File: config.mk
export PLATFORM = sky130hd
export DESIGN_NAME = main_mem_fu_flat
export DESIGN_NICKNAME = d
export VERILOG_FILES = /design/src/rtl/main_mem_fu_if.sv /design/src/rtl/main_mem_fu.sv /design/src/flat_wrapper.sv
export SDC_FILE = /design/constraint.sdc
export NUM_CORES = 1
export LEC_CHECK = 0
export CAP_MARGIN = 20
export CELL_PAD_IN_SITES_DETAIL_PLACEMENT = 0
export CELL_PAD_IN_SITES_GLOBAL_PLACEMENT = 2
export CORE_AREA = 8 8 195 197
export DETAILED_ROUTE_END_ITERATION = 12
export DIE_AREA = 0 0 203 205
export MAX_ROUTING_LAYER = met4
export PLACE_DENSITY = 0.85
export SKIP_LAST_GASP = 1
export SLEW_MARGIN = 30
export SYNTH_ARGS = -nofsm -noshare
export SYNTH_HDL_FRONTEND = slang
export SYNTH_SLANG_ARGS = --single-unit
export TNS_END_PERCENT = 50
File: constraint.sdc
create_clock -name clk_i -period 1.7 [get_ports clk_i]
set_clock_uncertainty 0.15 [all_clocks]
set_input_delay 0.51 -clock clk_i [delete_from_list [all_inputs] [get_ports clk_i]]
set_output_delay 0.51 -clock clk_i [all_outputs]
set_load 0.005 [all_outputs]
File: src/rtl/main_mem_fu_if.sv
// Purpose: bundles the main-memory and register-file handshake lanes of main_mem_fu.
// Ports: master = functional unit side (drives requests and addresses/data), slave = memory/regfile side.
// Each lane carries a level request that is held until its ack is seen high; data is valid alongside the ack.
interface main_mem_fu_if #(
  parameter int data_width        = 32,
  parameter int addr_size         = 16,
  parameter int reg_set_idx_width = 3
);
  // main memory, lanes 1/2
  logic [addr_size-1:0]         addr1_o, addr2_o;
  logic                         read_en1_o, read_en2_o;
  logic [data_width-1:0]        r_data1_i, r_data2_i;
  logic                         read_ack1_i, read_ack2_i;
  logic                         write_en1_o, write_en2_o;
  logic [data_width-1:0]        w_data1_o, w_data2_o;
  logic                         write_ack1_i, write_ack2_i;
  // register file, lanes 1/2
  logic                         reg_read1_o, reg_read2_o;
  logic                         reg_write1_o, reg_write2_o;
  logic [reg_set_idx_width-1:0] reg_set1_idx_o, reg_set2_idx_o;
  logic [data_width-1:0]        reg_data1_o, reg_data2_o;
  logic [data_width-1:0]        reg_data1_i, reg_data2_i;
  logic                         reg_ack1_i, reg_ack2_i;

  modport master (
    output addr1_o, addr2_o, read_en1_o, read_en2_o, write_en1_o, write_en2_o,
    output w_data1_o, w_data2_o, reg_read1_o, reg_read2_o, reg_write1_o, reg_write2_o,
    output reg_set1_idx_o, reg_set2_idx_o, reg_data1_o, reg_data2_o,
    input  r_data1_i, r_data2_i, read_ack1_i, read_ack2_i, write_ack1_i, write_ack2_i,
    input  reg_data1_i, reg_data2_i, reg_ack1_i, reg_ack2_i
  );

  modport slave (
    input  addr1_o, addr2_o, read_en1_o, read_en2_o, write_en1_o, write_en2_o,
    input  w_data1_o, w_data2_o, reg_read1_o, reg_read2_o, reg_write1_o, reg_write2_o,
    input  reg_set1_idx_o, reg_set2_idx_o, reg_data1_o, reg_data2_o,
    output r_data1_i, r_data2_i, read_ack1_i, read_ack2_i, write_ack1_i, write_ack2_i,
    output reg_data1_i, reg_data2_i, reg_ack1_i, reg_ack2_i
  );
endinterface

File: src/rtl/main_mem_fu.sv
// Purpose: moves two 32-bit words between main memory and the tile register file (write op: regs->mem, read op: mem->regs).
// Latency: three phases of (request + ack wait + one gap cycle); with zero-wait acks about 7 cycles from start to IDLE.
// Backpressure: every request is a registered level held until its lane's ack; a phase waits for both lanes, no timeout.
// Ports: clk_i/reset_i (sync, active high), on_off_i start pulse, config_i op config
//   ([3] is_read, [6:4] addr set, [9:7] data set 1, [12:10] data set 2, sets 1-based), bus = master side of main_mem_fu_if.
module main_mem_fu #(
  parameter int data_width        = 32,
  parameter int addr_size         = 16,
  parameter int num_reg_sets      = 6,
  parameter int reg_set_idx_width = 3
) (
  input  logic                 clk_i,
  input  logic                 reset_i,
  input  logic                 on_off_i,
  input  logic [addr_size-1:0] config_i,
  main_mem_fu_if.master        bus
);

  typedef enum logic [2:0] {
    IDLE       = 3'd0,
    FETCH_ADDR = 3'd1,
    GAP        = 3'd2,
    FETCH_DATA = 3'd3,
    MEM_WRITE  = 3'd4,
    MEM_READ   = 3'd5,
    REG_WRITE  = 3'd6
  } state_t;

  localparam logic [2:0] SET_MAX = 3'(num_reg_sets);

  state_t     current_state;
  state_t     after_gap;      // phase to enter once the gap cycle is over
  logic       is_read_q;
  logic [2:0] d1_q, d2_q;
  logic       done1, done2;   // lane finished within the current phase

  function automatic logic set_ok(input logic [2:0] f);
    return (f != 3'd0) && (f <= SET_MAX);
  endfunction

  function automatic logic [reg_set_idx_width-1:0] set_idx(input logic [2:0] f);
    logic [2:0] z;
    z = f - 3'd1;
    return reg_set_idx_width'(z);
  endfunction

  logic [2:0] cfg_a, cfg_d1, cfg_d2;
  logic       cfg_valid;
  logic       unused_cfg;

  assign cfg_a      = config_i[6:4];
  assign cfg_d1     = config_i[9:7];
  assign cfg_d2     = config_i[12:10];
  assign cfg_valid  = set_ok(cfg_a) && set_ok(cfg_d1) && set_ok(cfg_d2);
  assign unused_cfg = ^{config_i[2:0], config_i[addr_size-1:13]};

  // An ack only counts while that lane has a request up; this is what makes
  // acks in IDLE, in GAP, on an idle lane or lingering after a drop harmless.
  logic hit1, hit2, fin1, fin2;

  assign hit1 = (bus.reg_read1_o  & bus.reg_ack1_i)  | (bus.reg_write1_o & bus.reg_ack1_i) |
                (bus.read_en1_o   & bus.read_ack1_i) | (bus.write_en1_o  & bus.write_ack1_i);
  assign hit2 = (bus.reg_read2_o  & bus.reg_ack2_i)  | (bus.reg_write2_o & bus.reg_ack2_i) |
                (bus.read_en2_o   & bus.read_ack2_i) | (bus.write_en2_o  & bus.write_ack2_i);
  assign fin1 = done1 | hit1;
  assign fin2 = done2 | hit2;

  always_ff @(posedge clk_i) begin
    if (reset_i) begin
      current_state      <= IDLE;
      after_gap          <= IDLE;
      is_read_q          <= 1'b0;
      d1_q               <= '0;
      d2_q               <= '0;
      done1              <= 1'b0;
      done2              <= 1'b0;
      bus.addr1_o        <= '0;
      bus.addr2_o        <= '0;
      bus.read_en1_o     <= 1'b0;
      bus.read_en2_o     <= 1'b0;
      bus.write_en1_o    <= 1'b0;
      bus.write_en2_o    <= 1'b0;
      bus.w_data1_o      <= '0;
      bus.w_data2_o      <= '0;
      bus.reg_read1_o    <= 1'b0;
      bus.reg_read2_o    <= 1'b0;
      bus.reg_write1_o   <= 1'b0;
      bus.reg_write2_o   <= 1'b0;
      bus.reg_set1_idx_o <= '0;
      bus.reg_set2_idx_o <= '0;
      bus.reg_data1_o    <= '0;
      bus.reg_data2_o    <= '0;
    end else begin
      case (current_state)
        IDLE: begin
          if (on_off_i && cfg_valid) begin
            is_read_q          <= config_i[3];
            d1_q               <= cfg_d1;
            d2_q               <= cfg_d2;
            bus.reg_read1_o    <= 1'b1;
            bus.reg_set1_idx_o <= set_idx(cfg_a);
            done1              <= 1'b0;
            done2              <= 1'b1;   // address fetch uses lane 1 only
            current_state      <= FETCH_ADDR;
          end
        end

        GAP: begin
          current_state <= after_gap;
          done1         <= 1'b0;
          done2         <= 1'b0;
          case (after_gap)
            FETCH_DATA: begin
              bus.reg_read1_o    <= 1'b1;
              bus.reg_read2_o    <= 1'b1;
              bus.reg_set1_idx_o <= set_idx(d1_q);
              bus.reg_set2_idx_o <= set_idx(d2_q);
            end
            MEM_WRITE: begin
              bus.write_en1_o <= 1'b1;
              bus.write_en2_o <= 1'b1;
            end
            MEM_READ: begin
              bus.read_en1_o <= 1'b1;
              bus.read_en2_o <= 1'b1;
            end
            REG_WRITE: begin
              bus.reg_write1_o   <= 1'b1;
              bus.reg_write2_o   <= 1'b1;
              bus.reg_set1_idx_o <= set_idx(d1_q);
              bus.reg_set2_idx_o <= set_idx(d2_q);
            end
            default: ;
          endcase
        end

        default: begin
          // Active phase: each lane drops its request the cycle after its ack.
          done1 <= fin1;
          done2 <= fin2;
          if (hit1) begin
            bus.reg_read1_o  <= 1'b0;
            bus.reg_write1_o <= 1'b0;
            bus.read_en1_o   <= 1'b0;
            bus.write_en1_o  <= 1'b0;
          end
          if (hit2) begin
            bus.reg_read2_o  <= 1'b0;
            bus.reg_write2_o <= 1'b0;
            bus.read_en2_o   <= 1'b0;
            bus.write_en2_o  <= 1'b0;
          end

          case (current_state)
            FETCH_ADDR: begin
              if (hit1) begin
                bus.addr1_o <= bus.reg_data1_i[addr_size-1:0];
                bus.addr2_o <= bus.reg_data1_i[2*addr_size-1:addr_size];
              end
            end
            FETCH_DATA: begin
              if (hit1) bus.w_data1_o <= bus.reg_data1_i;
              if (hit2) bus.w_data2_o <= bus.reg_data2_i;
            end
            MEM_READ: begin
              if (hit1) bus.reg_data1_o <= bus.r_data1_i;
              if (hit2) bus.reg_data2_o <= bus.r_data2_i;
            end
            default: ;
          endcase

          if (fin1 && fin2) begin
            current_state <= GAP;
            case (current_state)
              FETCH_ADDR: after_gap <= is_read_q ? MEM_READ : FETCH_DATA;
              FETCH_DATA: after_gap <= MEM_WRITE;
              MEM_READ:   after_gap <= REG_WRITE;
              default:    after_gap <= IDLE;
            endcase
          end
        end
      endcase
    end
  end

endmodule

File: src/flat_wrapper.sv
// flat-port wrapper written by rule: the top's interface ports become plain ports
module main_mem_fu_flat 
#(
  parameter int data_width        = 32,
  parameter int addr_size         = 16,
  parameter int num_reg_sets      = 6,
  parameter int reg_set_idx_width = 3
)
  (clk_i, reset_i, on_off_i, config_i, bus_addr1_o, bus_addr2_o, bus_read_en1_o, bus_read_en2_o, bus_write_en1_o, bus_write_en2_o, bus_w_data1_o, bus_w_data2_o, bus_reg_read1_o, bus_reg_read2_o, bus_reg_write1_o, bus_reg_write2_o, bus_reg_set1_idx_o, bus_reg_set2_idx_o, bus_reg_data1_o, bus_reg_data2_o, bus_r_data1_i, bus_r_data2_i, bus_read_ack1_i, bus_read_ack2_i, bus_write_ack1_i, bus_write_ack2_i, bus_reg_data1_i, bus_reg_data2_i, bus_reg_ack1_i, bus_reg_ack2_i);
  main_mem_fu_if #(.data_width(data_width), .addr_size(addr_size), .reg_set_idx_width(reg_set_idx_width)) bus_i ();
  input  logic clk_i;
  input  logic reset_i;
  input  logic on_off_i;
  input  logic [addr_size-1:0] config_i;
  output wire logic [$bits(bus_i.addr1_o)-1:0] bus_addr1_o;
  output wire logic [$bits(bus_i.addr2_o)-1:0] bus_addr2_o;
  output wire logic [$bits(bus_i.read_en1_o)-1:0] bus_read_en1_o;
  output wire logic [$bits(bus_i.read_en2_o)-1:0] bus_read_en2_o;
  output wire logic [$bits(bus_i.write_en1_o)-1:0] bus_write_en1_o;
  output wire logic [$bits(bus_i.write_en2_o)-1:0] bus_write_en2_o;
  output wire logic [$bits(bus_i.w_data1_o)-1:0] bus_w_data1_o;
  output wire logic [$bits(bus_i.w_data2_o)-1:0] bus_w_data2_o;
  output wire logic [$bits(bus_i.reg_read1_o)-1:0] bus_reg_read1_o;
  output wire logic [$bits(bus_i.reg_read2_o)-1:0] bus_reg_read2_o;
  output wire logic [$bits(bus_i.reg_write1_o)-1:0] bus_reg_write1_o;
  output wire logic [$bits(bus_i.reg_write2_o)-1:0] bus_reg_write2_o;
  output wire logic [$bits(bus_i.reg_set1_idx_o)-1:0] bus_reg_set1_idx_o;
  output wire logic [$bits(bus_i.reg_set2_idx_o)-1:0] bus_reg_set2_idx_o;
  output wire logic [$bits(bus_i.reg_data1_o)-1:0] bus_reg_data1_o;
  output wire logic [$bits(bus_i.reg_data2_o)-1:0] bus_reg_data2_o;
  input wire logic [$bits(bus_i.r_data1_i)-1:0] bus_r_data1_i;
  input wire logic [$bits(bus_i.r_data2_i)-1:0] bus_r_data2_i;
  input wire logic [$bits(bus_i.read_ack1_i)-1:0] bus_read_ack1_i;
  input wire logic [$bits(bus_i.read_ack2_i)-1:0] bus_read_ack2_i;
  input wire logic [$bits(bus_i.write_ack1_i)-1:0] bus_write_ack1_i;
  input wire logic [$bits(bus_i.write_ack2_i)-1:0] bus_write_ack2_i;
  input wire logic [$bits(bus_i.reg_data1_i)-1:0] bus_reg_data1_i;
  input wire logic [$bits(bus_i.reg_data2_i)-1:0] bus_reg_data2_i;
  input wire logic [$bits(bus_i.reg_ack1_i)-1:0] bus_reg_ack1_i;
  input wire logic [$bits(bus_i.reg_ack2_i)-1:0] bus_reg_ack2_i;
  assign bus_addr1_o = bus_i.addr1_o;
  assign bus_addr2_o = bus_i.addr2_o;
  assign bus_read_en1_o = bus_i.read_en1_o;
  assign bus_read_en2_o = bus_i.read_en2_o;
  assign bus_write_en1_o = bus_i.write_en1_o;
  assign bus_write_en2_o = bus_i.write_en2_o;
  assign bus_w_data1_o = bus_i.w_data1_o;
  assign bus_w_data2_o = bus_i.w_data2_o;
  assign bus_reg_read1_o = bus_i.reg_read1_o;
  assign bus_reg_read2_o = bus_i.reg_read2_o;
  assign bus_reg_write1_o = bus_i.reg_write1_o;
  assign bus_reg_write2_o = bus_i.reg_write2_o;
  assign bus_reg_set1_idx_o = bus_i.reg_set1_idx_o;
  assign bus_reg_set2_idx_o = bus_i.reg_set2_idx_o;
  assign bus_reg_data1_o = bus_i.reg_data1_o;
  assign bus_reg_data2_o = bus_i.reg_data2_o;
  assign bus_i.r_data1_i = bus_r_data1_i;
  assign bus_i.r_data2_i = bus_r_data2_i;
  assign bus_i.read_ack1_i = bus_read_ack1_i;
  assign bus_i.read_ack2_i = bus_read_ack2_i;
  assign bus_i.write_ack1_i = bus_write_ack1_i;
  assign bus_i.write_ack2_i = bus_write_ack2_i;
  assign bus_i.reg_data1_i = bus_reg_data1_i;
  assign bus_i.reg_data2_i = bus_reg_data2_i;
  assign bus_i.reg_ack1_i = bus_reg_ack1_i;
  assign bus_i.reg_ack2_i = bus_reg_ack2_i;
  main_mem_fu #(.data_width(data_width), .addr_size(addr_size), .num_reg_sets(num_reg_sets), .reg_set_idx_width(reg_set_idx_width)) u_core (.clk_i(clk_i), .reset_i(reset_i), .on_off_i(on_off_i), .config_i(config_i), .bus(bus_i));
endmodule
Word-level counts from Yosys, hierarchy flattened
Index checks and enable logic that the tools add are counted.
{ "totals": {"register_bits": 189, "inputBits": 153, "out_inout_bits": 174, "elab_cells": 123} }
{ "classes": {"addsub": 3, "order_cmp": 3, "eq_ne": 14, "n_mux": 26, "n_bitwise": 18, "n_reduce_logical": 36} }
{ "ops": {"columns": ["cell", "count"], "rows": [
  ["$reduce_and 3->1", 14],
  ["$pmux 1 s2", 10],
  ["$mux 3", 5],
  ["$reduce_bool 3->1", 5],
  ["$eq 3x3->1 const B", 4],
  ["$pmux 3 s2", 2],
  ["$ne 2x2->1 const B", 5],
  ["$eq 3x2->1 const B", 3],
  ["$le 3x3->1 const B", 3],
  ["$pmux 3 s3", 1],
  ["$sub 3x1->3 const B", 3],
  ["$and 1x1->1", 8],
  ["$mux 1", 8],
  ["$or 1x1->1", 8],
  ["$reduce_and 2->1", 4],
  ["$logic_and 1x1->1", 7],
  ["$reduce_bool 2->1", 3],
  ["$reduce_or 2->1", 2],
  ["$eq 3x1->1 const B", 1],
  ["$logic_not 3->1", 1],
  ["$ne 2x1->1 const B", 1],
  ["$not 1->1", 2]
]} }

Longest topological paths before layout
Gate-level depths: netlist of run 1.
{ "depth": {"ltp_word": 8, "depth_mapped": 7, "depth_no_buf": 6} }

Worst setup path before layout of run 1
OpenSTA, ideal clock, no wires.
{ "synth_timing": {"path_kind": "in2reg", "from": "input bus_reg_ack1_i", "to": "register u_core.bus.reg_data1_o[29]", "setup_ns": 0.132, "t_arrival_ns": 1.508, "t_required_ns": 1.418, "slack_ns": -0.091, "stages": 7, "n_path_buf": 2, "path_cell_list": "o21a_1 -> a221o_2 -> and3_1 -> buf_2 -> buf_2 -> nand2_1 -> a21oi_1"} }
{ "synth_between": {"elab_chain_len": 5, "elab_cells_between_ends": 6, "classes_between": "bitwise: 5; reduce/logical: 1"} }
{ "synth_rtl": {"columns": ["element", "line_no", "source"], "rows": [
  ["start, declared", "flat_wrapper.sv:39", "input wire logic [$bits(bus_i.reg_ack1_i)-1:0] bus_reg_ack1_i;"],
  ["$and 1x1->1", "main_mem_fu.sv:61", "assign hit1 = (bus.reg_read1_o & bus.reg_ack1_i) | (bus.reg_write1_o & bus.reg_ack1_i) |"],
  ["$or 1x1->1 (*) (2 in a row)", "main_mem_fu.sv:61", null],
  ["$or 1x1->1 (*)", "main_mem_fu.sv:62", "(bus.read_en1_o & bus.read_ack1_i) | (bus.write_en1_o & bus.write_ack1_i);"],
  ["$reduce_and 3->1 (no source line) (*)", null, null],
  ["end signal, assigned", "main_mem_fu.sv:166", "if (hit1) bus.reg_data1_o <= bus.r_data1_i;"],
  ["end, declared", "main_mem_fu_if.sv:28", "output reg_set1_idx_o, reg_set2_idx_o, reg_data1_o, reg_data2_o,"]
]} }
Every way passes the cells marked *; elsewhere a longest branch is shown, timed or not.
A chain may end at the register's enable or synchronous reset.

Worst setup path after layout of run 1
{ "layout_timing": {"from": "register u_core.bus.reg_read1_o", "to": "register u_core.bus.reg_data1_o[21]"} }
{ "layout_between": {"elab_chain_len": 5} }
{ "layout_rtl": {"columns": ["element", "line_no", "source"], "rows": [
  ["start, declared", "main_mem_fu_if.sv:27", "output w_data1_o, w_data2_o, reg_read1_o, reg_read2_o, reg_write1_o, reg_write2_o,"],
  ["start signal, assigned", "main_mem_fu.sv:85", "bus.reg_read1_o <= 1'b0;"],
  ["start signal, assigned", "main_mem_fu.sv:100", "bus.reg_read1_o <= 1'b1;"],
  ["start signal, assigned", "main_mem_fu.sv:114", "bus.reg_read1_o <= 1'b1;"],
  ["$and 1x1->1", "main_mem_fu.sv:61", null],
  ["$or 1x1->1 (2 in a row)", "main_mem_fu.sv:61", null],
  ["$or 1x1->1", "main_mem_fu.sv:62", null],
  ["$reduce_and 3->1 (no source line)", null, null]
]} }
Every way passes these cells.

==> impl_results.md, run 1 <==
- Status: complete, but fails checks
- Violations in the final reports: setup timing
- Most frequent standard cell in the layout excluding fill and tap cells: nand2_1
- Post-route fraction of the period consumed by the critical path: 104%
- Maximum level of the CTS H-tree: 4
- Post-detailed-route wirelength per cell: 17.4 um
- Clk buf depth: 2
- HPWL reported at the end of detailed placement: 19.7 mm
- Element type at the critical path start: flop
- Worst hold slack after final layout: ~250 ps
- Net count of the finished layout: 1361
- Die height: 205 um
- Most frequent cells in the layout: nand2_1 (288), a21oi_1 (145), clkdlybuf4s50_1 (132)
- Count of cell types in the netlist: 38
- Via count of the first global-routing pass: between 6000 and 7000
- Clock buffer count from CTS: 17
- FF-to-FF Start: u_core.bus.reg_read1_o$_SDFFE_PP0P_
- Length in cells of the worst reg-to-reg path: 6
- Clock root cell: clkbuf_16
- Number of port buffers: 320
- Post-Syn Area per Cell: 8.05 um^2
- Number of flops mapped to enable cells by yosys: 0
- Growth of design area from synthesis to finish: 80.7%
- Start point of the worst min-delay path: config_i[11]
- Post-Place Worst Slack: -641 ps
- WHS Path Cells: 3
- Std-Cell Core Area: between 30000 and 40000 um^2
- Lkg Pwr: 0.00462 uW
- 1st-pass router iterations: 5
- Share of the yosys chip area belonging to registers: 55.1%
- Cell count after synthesis: 853
- Required arrival time at the worst endpoint: 1870 ps
- Predominant post-synthesis flop cell: dfxtp_1
- Number of fillers in the final layout: 3594
- Setup ws final: -65.8 ps
- GPL Wtd Cong: 0.769
- Count of standard-cell rows: 69
- Flops & latches, synth: 189
- Vias per cell: 4.20
- Global route overflow: 0
- Number of warnings reported in the yosys synthesis log: 0
- Maximum achievable frequency: 566 MHz
- Largest driver fanout on the critical path: 8
- Async set-reset flop share out of synthesis: 0%
- Share of cells above drive strength 1: between 20% and 30%
- Final WL: approximately 30 mm
- DRC Markers: 0
- Worst Max-Slew Pin Slew: 378 ps
- Die Footprint: about 42000 um^2
- Initial core utilization: 19.6%
- Clk_lat worst skew: 440 ps
- Worst vdd ir: 0.672 mV
- Overall Global Routing Usage: approximately 13%
- Worst slew margin relative to its limit: ~75%
- Worst Hold Class: primary input to flop
- Vias after detailed routing: 7053
- Category of the critical setup timing path: flop to flop
- Diode count: 0
- Setup crit end kind: flop
- Critical path arrival: 1940 ps
- CTS tree: done
- Clock slew seen by the registers of the worst setup and hold paths: 80 ps
- Synth Net Count: between 1000 and 1500
- Count of endpoints failing setup in the final report: 73
- Total clock sinks: approximately 190
- Max-slew violation total from the final report: 0
- Total power density per cell area: 751 nW/um^2
- Antenna violations before repair: 0
- Pin count of the biggest net entering global routing: 44
- Top-level port count: 327
- Horizontal extent of the die: 203 um
- Wire length of the first global-routing pass: approximately 40 mm
- Unrepaired setup endpoints after global routing: true
- Final core area utilization: 35.5%
- Number of DRC violations after detailed-routing iteration 0: 262
- Start point of the critical path: u_core.bus.reg_read1_o$_SDFFE_PP0P_
- Antenna-violating nets left: 0
- Mapped cell area: 6870 um^2
- Number of max-cap violations: 0
- Final hold viol count: 0
- Min cycle time layout: between 1500 and 2000 ps
flip-flops by register name, indices dropped and copies added, names as in the netlist, 3 cells and up:
register / flops
u_core.bus.reg_data1_o: 32
u_core.bus.w_data1_o: 32
u_core.bus.addr1_o: 16
u_core.bus.reg_set2_idx_o: 3
u_core.bus.w_data2_o: 32
u_core.current_state: 3
u_core.d2_q: 3
u_core.after_gap: 3
u_core.bus.reg_set1_idx_o: 3
u_core.bus.reg_data2_o: 32
u_core.bus.addr2_o: 16
u_core.d1_q: 3
per-layer routing:
| layer | track usage (%) | routed length, um | vias to the layer above |
|---|---|---|---|
| met5 | - | 0 | - |
| met4 | 3.11 | 310 | 0 |
| met3 | 5.06 | 2190 | 16 |
| met2 | 21.0 | 14300 | 206 |
| met1 | 14.6 | 12400 | 3323 |
| li1 | - | - | 3508 |
per-stage QoR:
step / TNS [ps] / std cells / instance area [um^2] / total power [uW]
after detailed placement: -97890 / 1629 / 11000 / 5280
after global placement: -93330 / 1629 / 11000 / 5280
after CTS: -1620 / 1663 / 11700 / 9470
after floorplan: -3610 / 853 / 6930 / 4760
final: -2090 / 1680 / 12400 / 9320
after global routing: -16510 / 1680 / 12400 / 9730
power breakdown:
group	total, uW	switching [uW]	internal (uW)
logic	742	290	451
registers	4480	24.3	4450
clock network	4100	1980	2130
kinds of logic (layout without fill, tap and decap cells):
logic type | Yosys count | in the layout | share of synthesized area, %
and+or+nand+nor | 390 | 390 | 23.2
AOI/OAI and AO/OA | 196 | 196 | 15.3
DFF | 189 | 189 | 55.1
buffers and inverters | 63 | 429 | 4.23
muxes | 10 | 10 | 1.46
xor gates and xnor gates | 3 | 3 | 0.383
adders and majority gates | 2 | 2 | 0.364
synthesized netlist by cell type, drive strengths merged, types with 2 or more instances:
library cell / count / area share (%)
or3: 5 / 0.46
and2: 2 / 0.18
a221oi: 2 / 0.35
nand3b: 3 / 0.33
and3: 3 / 0.27
nor3: 11 / 1.0
dfxtp: 189 / 55
o21ai: 8 / 0.58
o21a: 7 / 0.77
a21oi: 171 / 12
clkbuf: 34 / 1.9
xnor2: 2 / 0.26
buf: 27 / 2.3
ha: 2 / 0.36
nand3: 7 / 0.51
nor3b: 3 / 0.49
a211oi: 3 / 0.47
o31ai: 2 / 0.22
mux2i: 10 / 1.5
inv: 2 / 0.11
nor2b: 5 / 0.46
nor2: 19 / 1.0
nand2: 327 / 18
repair_timing:
| action | in CTS | in global routing |
|---|---|---|
| hold buffers | 0 | 0 |
| buffers inserted | 2 | 3 |
| pin swaps | 4 | 30 |
| gates cloned | 0 | 14 |
| resized for setup | 517 | 130 |
| setup endpoints to repair | 329 | 280 |
worst max-delay path: stages (launching register included):
cell       delay (ps)
dfxtp_2           330
o21a_1            210
a221o_2           410
and3_4            240
clkbuf_16         190
nand2_1            70
a21oi_1            50
area by class of cell:
cell class / instances / area (um^2) / share of cell area [%]
Clock inverter: 14 / 150 / 1.21
Tap cell: 461 / 577 / 4.65
Inverter: 2 / 7.51 / 0.0605
Clock buffer: 18 / 439 / 3.54
Multi-Input combinational cell: 601 / 3210 / 25.9
Sequential cell: 189 / 3860 / 31.1
Timing Repair Buffer: 395 / 4160 / 33.5
path summary, 6_finish.rpt:
kind                                             endpoint  slack (ps)
setup / recovery  u_core.bus.reg_data1_o[21]$_SDFFE_PP0P_         -70
hold / removal                u_core.d2_q[1]$_SDFFE_PP0P_         250
setup reg to reg  u_core.bus.reg_data1_o[21]$_SDFFE_PP0P_         -70
hold reg to reg     u_core.bus.w_data2_o[10]$_SDFFE_PP0P_         300
No activity file was read; power rests on OpenSTA's default activity.
==> run 2: changes to the inputs <==
CORE_AREA = 8 8 182 184   (was 8 8 195 197)
DIE_AREA = 0 0 190 192   (was 0 0 203 205)
PLACE_DENSITY = 0.92   (was 0.85)
clock period = 2.15 ns   (was 1.7 ns; I/O delays follow)
==> impl_results.md, run 2 (synthesis results as in run 1) <==
- Status: finished clean
- Worst hold slack after final layout: 303 ps (+56.9 ps)
- Total power density per cell area: 644 nW/um^2 (-14%)
- Top-level port count: 327 (unchanged)
- Antenna violations before repair: 0 (unchanged)
- Final WL: 25.9 mm (-11%)
- Critical path arrival: 1310 ps (-630 ps)
- Number of fillers in the final layout: 3101 (-14%)
- Setup crit end kind: output port
- Pin count of the biggest net entering global routing: 43 (-2.3%)
- Buffers plus inverters on the worst setup path: 1 (unchanged)
- Seq. cell area: 3790 um^2 (-1.9%)
- Net count of the finished layout: 1331 (-2.2%)
- HPWL reported at the end of detailed placement: 18.9 mm (-4.1%)
- Worst Max-Slew Pin Slew: 464 ps (+85.6 ps)
- Number of port buffers: 320 (unchanged)
- Min cycle time layout: 2110 ps
- Maximum level of the CTS H-tree: 4 (unchanged)
- Antenna-violating nets left: 0 (unchanged)
- Share of cells above drive strength 1: 7.82% (-21 points)
- DRC Markers: 0 (unchanged)
- Most frequent cells in the layout: nand2_1 (327), clkdlybuf4s50_1 (276), dfxtp_1 (183)
- Most frequent standard cell in the layout excluding fill and tap cells: nand2_1
- Final core area utilization: 38.1% (+2.6 points)
- Vias per cell: 4.31 (+2.6%)
- Post-route fraction of the period consumed by the critical path: 97.9%
- Max-slew violation total from the final report: 0 (unchanged)
- Count of standard-cell rows: 64 (-7.2%)
- Post-detailed-route wirelength per cell: 16.3 um (-6.2%)
- Count of endpoints failing setup in the final report: 0 (-100%)
- Die height: 192 um (-6.3%)
- Category of the critical setup timing path: flop to output port
- Total area of multi-input combinational cells: 2800 um^2 (-13%)
- Clock root cell: clkbuf_16
- Clk buf depth: 2 (unchanged)
- Maximum achievable frequency: 475 MHz
- Delay contributed by the slowest stage of the critical path: 530 ps (+120 ps)
- Die Footprint: 36500 um^2 (-12%)
- Via count of the first global-routing pass: 6764 (-0.73%)
- Diode count: 0 (unchanged)
- Unrepaired setup endpoints after global routing: true
- Worst vdd ir: 0.429 mV (-36%)
- Number of buffers inserted for hold repair after clock tree synthesis: 0 (unchanged)
- Clk_lat worst skew: 430 ps (about the same)
- Number of DRC violations after detailed-routing iteration 0: 271 (+3.4%)
- GPL Wtd Cong: 0.767 (-0.21%)
- Worst Hold Class: flop to flop
- Required arrival time at the worst endpoint: 1350 ps (-520 ps)
- Worst slew margin relative to its limit: 69.0% (-5.5 points)
- Initial core utilization: 22.8% (+3.1 points)
- Clock buffer count from CTS: 17 (unchanged)
- Number of max-cap violations: 0 (unchanged)
- Clock slew seen by the registers of the worst setup and hold paths: 80 ps (about the same)
- Element type at the critical path start: flop
- Crit path max-delay cell type: clkdlybuf4s50_1
- Lkg Pwr: 0.00459 uW (-0.56%)
- Family with the most delay on the worst path: buffers and inverters
- CTS tree: done
- Global route overflow: 0 (unchanged)
- Wire length of the first global-routing pass: 38.9 mm (-3.8%)
- Total clock sinks: 189 (unchanged)
- Largest driver fanout on the critical path: 2 (-6)
- Overall Global Routing Usage: 14.0% (+1.2 points)
- Horizontal extent of the die: 190 um (-6.4%)
- Vias after detailed routing: 6829 (-3.2%)
- Final hold viol count: 0 (unchanged)
- Std-Cell Core Area: 30200 um^2 (-14%)
- 1st-pass router iterations: 4 (-1)
- Growth of design area from synthesis to finish: 67.5%
- Cells along the critical path: clkdlybuf4s50_1
## run 2: layout make-up
cell class | instances | area share (%)
Timing Repair Buffer | 365 | 33.1
Sequential cell | 189 | 33.0
Multi-Input combinational cell | 601 | 24.4
Tap cell | 396 | 4.31
Clock buffer | 17 | 3.70
Clock inverter | 15 | 1.51
Inverter | 2 | 0.0653
## run 2: layer usage
layer | wire [um] | global-route usage (%)
met2 | 12300 | 23.0
met3 | 2420 | 6.01
met1 | 10800 | 15.4
met4 | 346 | 3.88
met5 | 0 | -
## run 2: worst paths after layout
kind	startpoint	to	slack, ps	depth (start not counted)
worst min register to register	u_core.bus.addr1_o[10]$_SDFFE_PP0P_	u_core.bus.addr1_o[10]$_SDFFE_PP0P_	300	2
worst max register to register	u_core.current_state[0]$_SDFFE_PP0P_	u_core.d2_q[1]$_SDFFE_PP0P_	270	7
worst min-delay path	u_core.bus.addr1_o[10]$_SDFFE_PP0P_	u_core.bus.addr1_o[10]$_SDFFE_PP0P_	300	2
worst max-delay path	u_core.bus.addr1_o[4]$_SDFFE_PP0P_	bus_addr1_o[4]	40	1
## run 2: power breakdown
part,leakage [uW],internal (uW),switching [uW]
Clock,0.000294,1760,1570
Sequential,0.00153,3520,15.8
Combinational,0.00277,346,196
Total,0.00459,5630,1780
## run 2: what timing repair did
action | in CTS | in global routing
setup buffers | 0 | 0
setup endpoints to repair | 15 | 82
resized for setup | 7 | 42
## run 2: stage by stage
step | cells | power (uW) | instance area, um^2 | setup WS [ps] | setup TNS, ps
5_1_grt | 1585 | 7720 | 11500 | -14.0 | -251
4_1_cts | 1585 | 7530 | 11400 | -23.2 | -75.2
2_1_floorplan | 853 | 3760 | 6870 | 224 | 0
3_3_place_gp | 1553 | 4160 | 10800 | -283 | -33560
6_report | 1585 | 7410 | 11500 | 44.9 | 0
3_5_place_dp | 1553 | 4160 | 10800 | -299 | -35990
==> run 3: changes to the inputs <==
GPL_TIMING_DRIVEN = 0   (was default)
==> impl_results.md, run 3 (synthesis results as in run 1) <==
- Clk buf depth: 2 (unchanged)
- Number of buffers inserted for hold repair after clock tree synthesis: 0 (unchanged)
- Hold-critical path endpoint: u_core.bus.addr1_o[1]$_SDFFE_PP0P_
- Max-slew violation total from the final report: 0 (unchanged)
- Total power density per cell area: 665 nW/um^2 (+3.3%)
- Worst Max-Slew Pin Slew: 661 ps (+197 ps)
- Total clock sinks: 189 (unchanged)
- Antenna-violating nets left: 0 (unchanged)
- Vias per cell: 4.30 (-0.29%)
- Horizontal extent of the die: 190 um (unchanged)
- Top-level port count: 327 (unchanged)
- Initial core utilization: 22.8% (unchanged)
- Critical path arrival: 2290 ps (+980 ps)
- Lkg Pwr: 0.00400 uW (-13%)
- WHS Path Cells: 2 (unchanged)
- DRC Markers: 0 (unchanged)
- Number of max-cap violations: 0 (unchanged)
- Setup ws final: -5.42 ps (-50.4 ps)
- Reg-to-reg endpoint: u_core.bus.reg_data1_o[26]$_SDFFE_PP0P_
- Worst Hold Class: flop to flop
- Worst hold slack after final layout: 303 ps (-0.604 ps)
- Vias after detailed routing: 6878 (+0.72%)
- CTS tree: done
- Min cycle time layout: 2160 ps (+50.4 ps)
- Clock buffer count from CTS: 17 (unchanged)
- Category of the critical setup timing path: primary input to flop
- Final-layout setup total negative slack: -5.42 ps (-5.42 ps)
- Start point of the worst min-delay path: u_core.bus.addr1_o[1]$_SDFFE_PP0P_
- 1st-pass router iterations: 6 (+2)
- Worst vdd ir: 0.402 mV (-6.4%)
- Post-route fraction of the period consumed by the critical path: 100% (+2.3 points)
- Clk_lat worst skew: 420 ps (about the same)
- Most frequent standard cell in the layout excluding fill and tap cells: nand2_1
- Pin count of the biggest net entering global routing: 17 (-60%)
- Via count of the first global-routing pass: 6956 (+2.8%)
- Number of DRC violations after detailed-routing iteration 0: 287 (+5.9%)
- Setup crit end kind: flop
- Number of port buffers: 319 (-0.31%)
- Wire length of the first global-routing pass: 41.7 mm (+7.3%)
- Std-Cell Core Area: 30200 um^2 (unchanged)
- Length in cells of the worst reg-to-reg path: 7 (unchanged)
- Clock root cell: clkbuf_16
- Element type at the critical path start: primary input
- Maximum achievable frequency: 464 MHz (-2.3%)
- GPL Wtd Cong: 0.780 (+1.6%)
- Net count of the finished layout: 1348 (+1.3%)
- Global route overflow: 0 (unchanged)
- Die height: 192 um (unchanged)
- Final WL: 28.0 mm (+8.3%)
- Maximum level of the CTS H-tree: 4 (unchanged)
- Post-detailed-route wirelength per cell: 17.5 um (+7.2%)
- Setup slack of the worst register-to-register path: 220 ps (-50 ps)
- Overall Global Routing Usage: 15.3% (+1.2 points)
- Violations in the final reports: setup timing
- Share of cells above drive strength 1: 7.22% (-0.60 points)
- Diode count: 0 (unchanged)
- Growth of design area from synthesis to finish: 65.5%
- Status: complete, but fails checks
- Unrepaired setup endpoints after global routing: true
- Most frequent cells in the layout: nand2_1 (326), clkdlybuf4s50_1 (308), dfxtp_1 (186)
- FF-to-FF Start: u_core.bus.reg_write1_o$_SDFFE_PP0P_
- Required arrival time at the worst endpoint: 2280 ps (+930 ps)
- Clock slew seen by the registers of the worst setup and hold paths: 70 ps (about the same)
- Worst slew margin relative to its limit: 56.0% (-13 points)
- HPWL reported at the end of detailed placement: 21.7 mm (+15%)
- Die Footprint: 36500 um^2 (unchanged)
- Final hold viol count: 0 (unchanged)
- Antenna violations before repair: 0 (unchanged)
- Largest driver fanout on the critical path: 10 (+8)
- Count of endpoints failing setup in the final report: 1 (+1)
- Count of standard-cell rows: 64 (unchanged)
[run 3: final cells by class]
type / count / area (um^2)
Multi-Input combinational cell: 601 / 2840
Inverter: 2 / 7.51
Sequential cell: 189 / 3790
Clock inverter: 11 / 178
Timing Repair Buffer: 324 / 3260
Tap cell: 396 / 495
Buffer: 58 / 344
Clock buffer: 20 / 457
Fill cell: 3169 / 18800
[run 3: worst max-delay path, cell delays in order]
cell,delay [ps]
clkdlybuf4s50_1,410
o21a_1,140
a221o_2,380
and3_1,190
buf_2,160
buf_2,190
nand2_1,90
a21oi_1,70
[run 3: routing by layer]
metal	GRT usage, %	up-vias	wire length [um]
met3	6.41	19	2610
li1	-	3470	-
met2	24.2	220	13000
met4	3.82	0	322
met1	17.7	3169	12100
met5	-	-	0
[run 3: power breakdown]
| part | total, uW | switching, uW | internal, uW |
|---|---|---|---|
| logic | 533 | 214 | 319 |
| clock network | 3500 | 1470 | 2030 |
| registers | 3530 | 14.7 | 3520 |
[run 3: how the worst max path moves through the flow]
stage | startpoint | to | slack, ps | depth (start not counted)
floorplan | bus_reg_ack1_i | u_core.bus.reg_data1_o[29]$_SDFFE_PP0P_ | 220 | 7
global placement | bus_read_ack2_i | u_core.bus.reg_data2_o[29]$_SDFFE_PP0P_ | -710 | 7
detailed placement | bus_read_ack2_i | u_core.bus.reg_data2_o[27]$_SDFFE_PP0P_ | -740 | 7
CTS | bus_reg_ack1_i | u_core.bus.addr1_o[12]$_SDFFE_PP0P_ | -60 | 7
global route | bus_reg_ack1_i | u_core.bus.reg_data1_o[26]$_SDFFE_PP0P_ | -80 | 8
finish | bus_reg_ack1_i | u_core.bus.reg_data1_o[26]$_SDFFE_PP0P_ | -5 | 8
[run 3: repair_timing]
item | 4_1_cts | 5_1_grt
endpoints found under the hold margin | 0 | 0
endpoints found under the setup margin | 121 | 202
pin swaps | 0 | 3
resized for setup | 11 | 48
setup buffers | 0 | 5
[run 3: stage by stage]
| stage | setup WS, ps | instances | util, % | cell area (um^2) | power, uW |
|---|---|---|---|---|---|
| floorplan | 224 | 853 | - | 6870 | 3760 |
| global placement | -713 | 1568 | 35.0 | 10600 | 4140 |
| detailed placement | -745 | 1568 | 35.0 | 10600 | 4140 |
| CTS | -61.2 | 1598 | 37.1 | 11200 | 7680 |
| global route | -82.7 | 1601 | 37.6 | 11400 | 7890 |
| finish | -5.42 | 1601 | 37.6 | 11400 | 7560 |
==> variant, RTL diff (config.mk and constraints of run 2) <==
`data_width` is set to 32 in 3 places; all go to 40.
--- a/src/rtl/main_mem_fu_if.sv
+++ b/src/rtl/main_mem_fu_if.sv
@@ -3,5 +3,5 @@
 // Each lane carries a level request that is held until its ack is seen high; data is valid alongside the ack.
 interface main_mem_fu_if #(
-  parameter int data_width        = 32,
+  parameter int data_width        = 40,
   parameter int addr_size         = 16,
   parameter int reg_set_idx_width = 3
--- a/src/rtl/main_mem_fu.sv
+++ b/src/rtl/main_mem_fu.sv
@@ -5,5 +5,5 @@
 //   ([3] is_read, [6:4] addr set, [9:7] data set 1, [12:10] data set 2, sets 1-based), bus = master side of main_mem_fu_if.
 module main_mem_fu #(
-  parameter int data_width        = 32,
+  parameter int data_width        = 40,
   parameter int addr_size         = 16,
   parameter int num_reg_sets      = 6,
--- a/src/flat_wrapper.sv
+++ b/src/flat_wrapper.sv
@@ -2,5 +2,5 @@
 module main_mem_fu_flat 
 #(
-  parameter int data_width        = 32,
+  parameter int data_width        = 40,
   parameter int addr_size         = 16,
   parameter int num_reg_sets      = 6,
Ports: changed (8 resized); port bits go from 327 to 391. No check against the original RTL was run, so the function may have changed too.
==> variant against run 2 <==
The run now ends with setup timing left. Power rose by 24%. Maximum frequency fell by 2.6%. Utilization rose by 5.9 points. Area after synthesis rose by 15%. Sequential cell count rose by 32. Register-to-register slack improved by 50 ps. Worst setup slack got worse by 56 ps. Design area rose by 16%. Wire length rose by 17%. Critical endpoint is now bus_reg_data2_o[39]. Largest power group is now the clock network.
==> variant: results <==
set metrics [dict create \
    status "finished, violations left" \
    failing_checks "setup timing" \
    number_of_clock_buffers_inserted_by_tritoncts 25 \
    drt_initial_violations 289 \
    worstReg2RegEnd "u_core.d2_q[0]" \
    synth_fa_ha_area_frac 0.00317 \
    synthXorXnorAreaFrac 0.00332 \
    detail_route.wirelength.met1_um 12600 \
    clk_pin_slew_ps 60 \
    htreeDepth 1 \
    setup_viol 19 \
    worst_hold_path.endpoint "u_core.bus.addr1_o[11]" \
    layout.filler_cells 3022 \
    layout.nets 1556 \
    worst_r2r_startpoint "u_core.current_state[2]" \
    instances_no_fill 1784 \
    ys_top_cells_by_area "dfxtp_1, nand2_1, a21oi_1" \
    dp_slack_ps -314 \
    grt_start_max_net_pins 48 \
    vias_in_the_first_global_route 7940 \
    max-clock-path-buffers 3 \
    place.detailed.instances 1738 \
    final.setup.worst_slack_ps -11.5 \
    grt_first_pass_wirelength_um 45800 \
    avgSynthCellArea_sq_um 8.00 \
    reg2reg_setup_slack_ps 320 \
    met2_usage 0.270 \
    complex_gate_fraction_of_the_synthesized_area 0.150 \
    number_of_buffer_cells_added_on_primary_ports 384 \
    gp_routability_congestion 0.775 \
    internal_power_mw 7.19 \
    synth_cell_type_count 39 \
    gr-usage-met3 0.0450 \
    clock_latency_ps 520 \
    final_util 0.440 \
    placed_cell_area_sq_um 12400 \
    cp.arrival_ps 1370 \
    place.detailed.hpwl_um 22300 \
    post_synth_most_frequent_cells "nand2_1, dfxtp_1, a21oi_1" \
]
==> variant: cell count changes after synthesis, sizes merged, moves of 3 or more <==
cell   delta
o21ai     -3
a21oi    +36
nor2b     -4
nand2    +65
nor2      +3
buf       +6
or3       -4
dfxtp    +32
==> variant: worst max path at each step <==
stage                          startpoint  cells after the start  slack, ps                          to
3_5_place_dp               bus_reg_ack1_i                      7       -310  u_core.bus.reg_data1_o[31]
2_1_floorplan                 config_i[9]                      7        250              u_core.d1_q[0]
6_report       u_core.bus.reg_data2_o[39]                      1        -10         bus_reg_data2_o[39]
5_1_grt        u_core.bus.reg_data2_o[39]                      1        -60         bus_reg_data2_o[39]
4_1_cts            u_core.bus.write_en2_o                      1       -100             bus_write_en2_o
3_3_place_gp             bus_write_ack2_i                      7       -280   u_core.bus.reg_data2_o[7]
==> variant: layout make-up <==
class | count | share of cell area
Timing Repair Buffer | 422 | 0.324
Clock buffer | 37 | 0.0572
Tap cell | 396 | 0.0373
Multi-Input combinational cell | 695 | 0.239
Inverter | 4 | 0.00113
Sequential cell | 221 | 0.333
Clock inverter | 9 | 0.00800
==> variant: power by group through the flow <==
stage / registers (mW) / clock network [mW] / logic, mW
6_report: 4.13 / 4.43 / 0.592
2_1_floorplan: 4.23 / 0 / 0.151
5_1_grt: 4.14 / 4.74 / 0.639
4_1_cts: 4.13 / 4.60 / 0.600
3_3_place_gp: 4.23 / 0 / 0.597
3_5_place_dp: 4.23 / 0 / 0.600
==> variant: repair_timing <==
item	4_1_cts	5_1_grt
gates resized for setup	105	52
setup endpoints to repair	206	104
pin swaps	0	0
gates cloned	0	0
